<file path="src/rtl/lsr_op_pipe_if.sv">
// Request/result bundle between the ALSU decoder, lsr_op_pipe, the
// combinational logic/shift/rotate unit and the writeback path.
interface lsr_op_pipe_if #(
    parameter int unsigned DEPTH = 4,
    parameter int unsigned CNT_W = 8
);
    localparam int unsigned FC_W = $clog2(DEPTH) + 1;

    logic            in_valid;
    logic            in_ready;
    logic [3:0]      in_a;
    logic [3:0]      in_b;
    logic [2:0]      in_sel;
    logic [3:0]      lsr_a;
    logic [3:0]      lsr_b;
    logic [2:0]      lsr_sel;
    logic [3:0]      lsr_out;
    logic            out_valid;
    logic            out_ready;
    logic [3:0]      out_result;
    logic [2:0]      out_sel;
    logic [FC_W-1:0] fifo_count;
    logic [CNT_W-1:0] ops_done;

    modport slave (
        input  in_valid, in_a, in_b, in_sel, lsr_out, out_ready,
        output in_ready, lsr_a, lsr_b, lsr_sel,
               out_valid, out_result, out_sel, fifo_count, ops_done
    );

    modport master (
        output in_valid, in_a, in_b, in_sel, lsr_out, out_ready,
        input  in_ready, lsr_a, lsr_b, lsr_sel,
               out_valid, out_result, out_sel, fifo_count, ops_done
    );
endinterface

</file>
<file path="src/rtl/lsr_op_pipe.sv">
// Issue/retire stage around the 4-bit logic/shift/rotate unit: request FIFO
// feeding the unit, registered result with valid/ready back-pressure.
module lsr_op_pipe #(
    parameter int unsigned DEPTH = 4,
    parameter int unsigned CNT_W = 8
) (
    input  logic            clk,
    input  logic            rst,
    lsr_op_pipe_if.slave    bus
);
    localparam int unsigned PTR_W = $clog2(DEPTH);
    localparam logic [PTR_W:0] FULL = (PTR_W + 1)'(DEPTH);

    typedef struct packed {
        logic [3:0] a;
        logic [3:0] b;
        logic [2:0] sel;
    } entry_t;

    entry_t           mem_q [DEPTH];
    entry_t           mem_d [DEPTH];
    logic [PTR_W-1:0] wr_ptr_q, wr_ptr_d;
    logic [PTR_W-1:0] rd_ptr_q, rd_ptr_d;
    logic [PTR_W:0]   count_q, count_d;
    logic             out_valid_q, out_valid_d;
    logic [3:0]       out_result_q, out_result_d;
    logic [2:0]       out_sel_q, out_sel_d;
    logic [CNT_W-1:0] ops_done_q, ops_done_d;

    logic   in_ready;
    logic   push;
    logic   pop;
    logic   accept_out;
    entry_t head;

    always_comb begin
        in_ready   = (count_q < FULL) && !rst;
        push       = bus.in_valid && in_ready;
        accept_out = out_valid_q && bus.out_ready;
        // A request pushed into an empty FIFO is never popped the same edge:
        // pop only looks at the registered count.
        pop        = (count_q != '0) && (!out_valid_q || bus.out_ready);
        head       = (count_q != '0) ? mem_q[rd_ptr_q] : '0;
    end

    always_comb begin
        mem_d    = mem_q;
        wr_ptr_d = wr_ptr_q;
        rd_ptr_d = rd_ptr_q;
        count_d  = count_q;
        if (push) begin
            mem_d[wr_ptr_q] = '{a: bus.in_a, b: bus.in_b, sel: bus.in_sel};
            wr_ptr_d        = wr_ptr_q + PTR_W'(1);
        end
        if (pop) begin
            rd_ptr_d = rd_ptr_q + PTR_W'(1);
        end
        case ({push, pop})
            2'b10:   count_d = count_q + (PTR_W + 1)'(1);
            2'b01:   count_d = count_q - (PTR_W + 1)'(1);
            default: count_d = count_q;
        endcase
    end

    always_comb begin
        out_valid_d  = out_valid_q;
        out_result_d = out_result_q;
        out_sel_d    = out_sel_q;
        ops_done_d   = ops_done_q;
        if (pop) begin
            out_valid_d  = 1'b1;
            out_result_d = bus.lsr_out;
            out_sel_d    = head.sel;
        end else if (accept_out) begin
            out_valid_d  = 1'b0;
        end
        if (accept_out) begin
            ops_done_d = ops_done_q + CNT_W'(1);
        end
    end

    always_ff @(posedge clk) begin
        if (rst) begin
            wr_ptr_q     <= '0;
            rd_ptr_q     <= '0;
            count_q      <= '0;
            out_valid_q  <= 1'b0;
            out_result_q <= '0;
            out_sel_q    <= '0;
            ops_done_q   <= '0;
        end else begin
            wr_ptr_q     <= wr_ptr_d;
            rd_ptr_q     <= rd_ptr_d;
            count_q      <= count_d;
            out_valid_q  <= out_valid_d;
            out_result_q <= out_result_d;
            out_sel_q    <= out_sel_d;
            ops_done_q   <= ops_done_d;
        end
    end

    // Storage needs no reset: entries are only visible once counted.
    always_ff @(posedge clk) begin
        mem_q <= mem_d;
    end

    assign bus.in_ready   = in_ready;
    assign bus.lsr_a      = head.a;
    assign bus.lsr_b      = head.b;
    assign bus.lsr_sel    = head.sel;
    assign bus.out_valid  = out_valid_q;
    assign bus.out_result = out_result_q;
    assign bus.out_sel    = out_sel_q;
    assign bus.fifo_count = count_q;
    assign bus.ops_done   = ops_done_q;

endmodule

</file>
<file path="src/flat_wrapper.sv">
// flat-port wrapper written by rule: the top's interface ports become plain ports
module lsr_op_pipe_flat 
#(
    parameter int unsigned DEPTH = 4,
    parameter int unsigned CNT_W = 8
)
  (clk, rst, bus_in_valid, bus_in_a, bus_in_b, bus_in_sel, bus_lsr_out, bus_out_ready, bus_in_ready, bus_lsr_a, bus_lsr_b, bus_lsr_sel, bus_out_valid, bus_out_result, bus_out_sel, bus_fifo_count, bus_ops_done);
  lsr_op_pipe_if #(.DEPTH(DEPTH), .CNT_W(CNT_W)) bus_i ();
  input  logic clk;
  input  logic rst;
  input wire logic [$bits(bus_i.in_valid)-1:0] bus_in_valid;
  input wire logic [$bits(bus_i.in_a)-1:0] bus_in_a;
  input wire logic [$bits(bus_i.in_b)-1:0] bus_in_b;
  input wire logic [$bits(bus_i.in_sel)-1:0] bus_in_sel;
  input wire logic [$bits(bus_i.lsr_out)-1:0] bus_lsr_out;
  input wire logic [$bits(bus_i.out_ready)-1:0] bus_out_ready;
  output wire logic [$bits(bus_i.in_ready)-1:0] bus_in_ready;
  output wire logic [$bits(bus_i.lsr_a)-1:0] bus_lsr_a;
  output wire logic [$bits(bus_i.lsr_b)-1:0] bus_lsr_b;
  output wire logic [$bits(bus_i.lsr_sel)-1:0] bus_lsr_sel;
  output wire logic [$bits(bus_i.out_valid)-1:0] bus_out_valid;
  output wire logic [$bits(bus_i.out_result)-1:0] bus_out_result;
  output wire logic [$bits(bus_i.out_sel)-1:0] bus_out_sel;
  output wire logic [$bits(bus_i.fifo_count)-1:0] bus_fifo_count;
  output wire logic [$bits(bus_i.ops_done)-1:0] bus_ops_done;
  assign bus_i.in_valid = bus_in_valid;
  assign bus_i.in_a = bus_in_a;
  assign bus_i.in_b = bus_in_b;
  assign bus_i.in_sel = bus_in_sel;
  assign bus_i.lsr_out = bus_lsr_out;
  assign bus_i.out_ready = bus_out_ready;
  assign bus_in_ready = bus_i.in_ready;
  assign bus_lsr_a = bus_i.lsr_a;
  assign bus_lsr_b = bus_i.lsr_b;
  assign bus_lsr_sel = bus_i.lsr_sel;
  assign bus_out_valid = bus_i.out_valid;
  assign bus_out_result = bus_i.out_result;
  assign bus_out_sel = bus_i.out_sel;
  assign bus_fifo_count = bus_i.fifo_count;
  assign bus_ops_done = bus_i.ops_done;
  lsr_op_pipe #(.DEPTH(DEPTH), .CNT_W(CNT_W)) u_core (.clk(clk), .rst(rst), .bus(bus_i));
endmodule
</file>
<file path="config.mk">
export PLATFORM = sky130hd
export DESIGN_NAME = lsr_op_pipe_flat
export DESIGN_NICKNAME = d
export VERILOG_FILES = /design/src/rtl/lsr_op_pipe_if.sv /design/src/rtl/lsr_op_pipe.sv /design/src/flat_wrapper.sv
export SDC_FILE = /design/constraint.sdc
export NUM_CORES = 1
export LEC_CHECK = 0
export BUFFER_PORTS_ARGS = -buffer_cell sky130_fd_sc_hd__buf_4
export CAP_MARGIN = 20
export CORE_MARGIN = 5
export CORE_UTILIZATION = 25
export CTS_CLUSTER_DIAMETER = 200
export DETAILED_ROUTE_END_ITERATION = 8
export GPL_TIMING_DRIVEN = 0
export HOLD_SLACK_MARGIN = 0.12
export SLEW_MARGIN = 30
export SYNTH_ARGS = -nofsm -noshare
export SYNTH_HDL_FRONTEND = slang
export SYNTH_SLANG_ARGS = --single-unit
</file>
<file path="constraint.sdc">
create_clock -name clk -period 6.45 [get_ports clk]
set_input_delay 1.6125 -clock clk [delete_from_list [all_inputs] [get_ports clk]]
set_output_delay 1.6125 -clock clk [all_outputs]
set_load 0.03 [all_outputs]
</file>
# Yosys cells after proc, flatten, opt, wreduce, memory -nomap -nowiden
# Index checks and enable logic that the tools add are counted.
classes:
  magnitude_cmp: 4
  reduce_logical: 11
  bitwise_logic: 2
  eq_ne: 2
  n_addsub: 5
  n_mux: 10
op_table:
  columns: ["operator", "n"]
  rows:
  - ["44-bit bitwise mux", 1]
  - ["11-bit 2-to-1 mux", 4]
  - ["11-bit binary-select mux with 2-bit select", 1]
  - ["11-bit demux with 2-bit select", 1]
  - ["8-bit by 1-bit adder with 8-bit output (second input constant)", 1]
  - ["3-bit >= comparator (second input constant)", 2]
  - ["2-bit inverter with 3-bit output", 2]
  - ["3-bit case mux with 2 select lines", 1]
  - ["1-bit logical AND", 5]
  - ["2-bit by 1-bit adder with 2-bit output (second input constant)", 2]
  - ["2-bit nonzero test", 2]
  - ["3-bit by 1-bit adder with 3-bit output (second input constant)", 1]
  - ["3-bit by 1-bit < comparator with 1-bit output (second input constant)", 1]
  - ["3-bit < comparator (second input constant)", 1]
  - ["3-bit nonzero test", 1]
  - ["3-bit by 1-bit subtractor with 3-bit output (second input constant)", 1]
  - ["2-bit by 1-bit == test with 1-bit output (second input constant)", 1]
  - ["2-bit == test (second input constant)", 1]
  - ["1-bit zero test", 2]
  - ["1-bit 2-to-1 mux", 2]
  - ["1-bit logical OR", 1]
totals:
  output_inout_bits: 31
  wordCells: 53
  register_bits: 67

# Logic depth before layout (Yosys ltp)
depth:
  depth_word: 6
  depth_mapped: 9
  mapped_depth_nobuf: 8

# Least setup slack after synthesis
# Ideal clock, no wire load.
synth_path:
  path_type: "input to output"
  from: "input rst"
  to: "output bus_in_ready"
  path_stages: 3
  n_path_buf: 2
  t_arrival_ps: 2419
  slack_ps: 2419
  path_cell_list: "clkbuf_1 > clkbuf_1 > nor2_1"
synth_between:
  elab_chain_cells: 2
synth_rtl:
  columns: ["item", "line_no", "source"]
  rows:
  - ["from (decl)", "flat_wrapper.sv:10", "input logic rst;"]
  - ["1-bit zero test", "lsr_op_pipe.sv:37", "in_ready = (count_q < FULL) && !rst;"]
  - ["1-bit logical AND", "lsr_op_pipe.sv:37", null]
  - ["to (decl)", "flat_wrapper.sv:17", "output wire logic [$bits(bus_i.in_ready)-1:0] bus_in_ready;"]
# Every way passes these cells.

# Final worst setup path
# Same ends and word-level chain as after synthesis.

==> impl_metrics.json <==
{
  "drtPass1Iterations": 4,
  "irDropWorstVdd_mv": 0.130,
  "die_y_um": 115,
  "num_rows": 38,
  "p_per_area_nw_per_um2": 446,
  "vias_per_cell": 4.32,
  "worst_slew_pin_slew_ns": 0.593,
  "hpwl_um": 4050,
  "required_ns": 4.84,
  "routed-via-count": 1738,
  "tns_ns": 0,
  "die_x_um": 115,
  "synth_area_per_cell_um2": 13.9,
  "ctsLongestPathBuffers": 2,
  "synth_top_area_share_pct": 48.0,
  "hold_path_end": "u_core.bus.out_result[2]$_SDFFE_PP0P_",
  "crit_chain": "clkbuf_1 -> clkbuf_1 -> nor2_1 -> buf_4",
  "max_freq_mhz": 235,
  "hold_depth": 2,
  "synth_area_leaders": "edfxtp_1 (48%), dfxtp_1 (17%), mux4_2 (9.0%)",
  "grt_first_pass_wirelength_um": 9280,
  "cp_max_fo": 10,
  "drive_gt1_share_pct": 31.7,
  "core_area_um2": 10800,
  "slowest_stage": "clkbuf_1",
  "min-delay-start": "u_core.bus.out_result[2]$_SDFFE_PP0P_",
  "wirelength_um": 5830,
  "drt_iter0_drc": 116,
  "seqPwrFrac_pct": 35.3,
  "ant_nets": 0,
  "p_clk_share_pct": 22.2,
  "hold_buffers": 0,
  "cp-start-kind": "input port",
  "synth_area_leader_cell": "edfxtp_1",
  "grt_pass1_vias": 1786,
  "r2r.worst_path.cells": 9,
  "h-tree-depth": 3,
  "synth_commonest_cells": "edfxtp_1 (44), dfxtp_1 (23), a21oi_1 (16)",
  "die-area_um2": 13200,
  "cts.clk_slew.worst_paths_ns": 0.07,
  "worstHoldPathType": "register to register",
  "min_period_ns": 4.25,
  "rsz0062_at_grt": "no",
  "postCtsSetupBuffers": 0,
  "pre_cts_ws_ns": 2.18,
  "finalCritPeriodShare_pct": 65.9,
  "drc": 0,
  "setup_ws_ns": 2.20,
  "synth_edf_count": 44,
  "drt-wirelength-per-cell_um": 14.5,
  "slew_headroom_pct": 60.5,
  "area_delta_synth_final_pct": 26.6,
  "crit_type": "input port to output pin",
  "synth_cell_types": 32,
  "track_usage_pct": 9.32,
  "grt_max_degree": 13,
  "p_int_mw": 0.966,
  "cp_common_cell": "clkbuf_1",
  "root_buffer": "clkbuf_8",
  "grt_overflow": 0,
  "diodes": 0,
  "slew_violations": 0,
  "finalNetCount": 283,
  "arrival_ns": 2.64,
  "fill_cells": 1069,
  "synth-seq-cells": 67,
  "critPathCaptureType": "output pin",
  "port_buffers": 48,
  "hold_viol": 0,
  "r2r_end": "u_core.bus.fifo_count[2]$_SDFFE_PP0P_",
  "power.net_switching_mw": 0.589,
  "power_leakage_nw": 1.24,
  "slowest_delay_ns": 0.43,
  "ys_warn_count": 0,
  "maxCapViolCount": 0,
  "r2r_setup_slack_ns": 4.04,
  "syn-num-nets": 224,
  "insertion_delay_ns": 0.34,
  "top_level_ports": 50,
  "synth_area_um2": 2750,
  "cts_tree": "done",
  "setup_viol": 0,
  "yosysSeqAreaShare_pct": 64.7,
  "start_util_pct": 25.5,
  "grt_antenna_before_repair": 0,
  "async_flop_share_pct": 0,
  "ctsResizeCount": 0,
  "status": "complete, no violations",
  "place.gp.congestion": 0.745,
  "synth_flop_cell": "edfxtp_1",
  "combPwrFrac_pct": 42.4,
  "p_sw_share_pct": 37.9,
  "clock_sinks": 67,
  "synthCells": 198,
  "worstReg2RegStart": "u_core.bus.fifo_count[2]$_SDFFE_PP0P_",
  "finClkSkew_ns": 0.0109,
  "synth.most_common_cell": "edfxtp_1",
  "cts_buffers": 9
}
cell families (layout without fill, tap and decap cells):
logic type / after synthesis / count (layout) / synth area share, %
DFF: 67 / 67 / 64.7
and+or+nand+nor: 56 / 56 / 11.3
AOI/OAI and AO/OA: 32 / 32 / 6.36
buffers and inverters: 19 / 83 / 3.14
muxes: 12 / 12 / 9.41
adders and majority gates: 7 / 7 / 3.45
xor gates and xnor gates: 5 / 5 / 1.59
metal layers:
layer | part of all wire, % | track usage (%) | vias up | wire [um]
met4 | 1.8 | 4.23 | 0 | 106
met3 | 5.8 | 3.53 | 8 | 340
met1 | 42 | 11.3 | 846 | 2470
li1 | - | - | 849 | -
met2 | 50 | 14.7 | 35 | 2900
met5 | 0 | 0 | - | 0
critical path: cells and delay by family:
kind	cells	cell delay [ns]
buffers and inverters	3	0.95
AND/OR/NAND/NOR	1	0.07
power by group through the flow:
| stage | sequential (mW) | clock [mW] | combinational [mW] |
|---|---|---|---|
| floorplan | 0.605 | 0 | 0.396 |
| finish | 0.549 | 0.346 | 0.660 |
| detailed placement | 0.558 | 0 | 0.672 |
| global route | 0.557 | 0.372 | 0.726 |
| CTS | 0.549 | 0.355 | 0.674 |
| global placement | 0.556 | 0 | 0.664 |
worst max path at each step:
stage	slack, ns	end	cells past startpoint	from
3_3_place_gp	2.19	bus_in_ready	4	rst
4_1_cts	2.18	bus_in_ready	4	rst
3_5_place_dp	2.18	bus_in_ready	4	rst
2_1_floorplan	2.42	bus_in_ready	3	rst
6_report	2.20	bus_in_ready	4	rst
5_1_grt	2.08	bus_in_ready	4	rst
per-stage QoR:
step	power (mW)	instance area [um2]	utilization [%]	cells	hold slack (ns)
floorplan	1.00	2750	-	198	0.508
global placement	1.22	3290	30.5	386	0.465
detailed placement	1.23	3290	30.5	386	0.476
CTS	1.58	3480	32.3	402	0.486
global route	1.66	3480	32.3	402	0.508
finish	1.55	3480	32.3	402	0.482
state kept, by name, indices dropped and copies added, names as in the netlist:
signal                 flops
u_core.bus.fifo_count      3
u_core.mem_q              44
u_core.wr_ptr_q            2
u_core.bus.ops_done        8
u_core.bus.out_result      4
u_core.rd_ptr_q            2
u_core.bus.out_valid       1
u_core.bus.out_sel         3
cell usage in the layout, fill, tap and decap left out, types with 3 or more instances in the layout:
cell type / netlist / routed
a21oi_1: 16 / 16
and2_1: 15 / 15
buf_2: 3 / 3
buf_4: 1 / 49
clkbuf_1: 5 / 7
clkbuf_8: 0 / 10
dfxtp_1: 23 / 23
edfxtp_1: 44 / 44
ha_1: 6 / 6
inv_1: 8 / 8
mux4_2: 11 / 11
nand2_1: 5 / 5
nand3_1: 10 / 10
nor2_1: 11 / 11
o21ai_0: 11 / 11
o31ai_1: 3 / 3
or3_1: 4 / 4
xor2_1: 4 / 4
cell type report:
class	instances	area [um2]	share of cell area (%)
Clock inverter	4	51.3	1.47
Inverter	8	30.0	0.862
Timing Repair Buffer	48	360	10.3
Multi-Input combinational cell	112	885	25.4
Buffer	11	56.3	1.62
Tap cell	140	175	5.03
Sequential cell	67	1780	51.1
Clock buffer	12	145	4.17
Power figures use the tool's default switching activity.
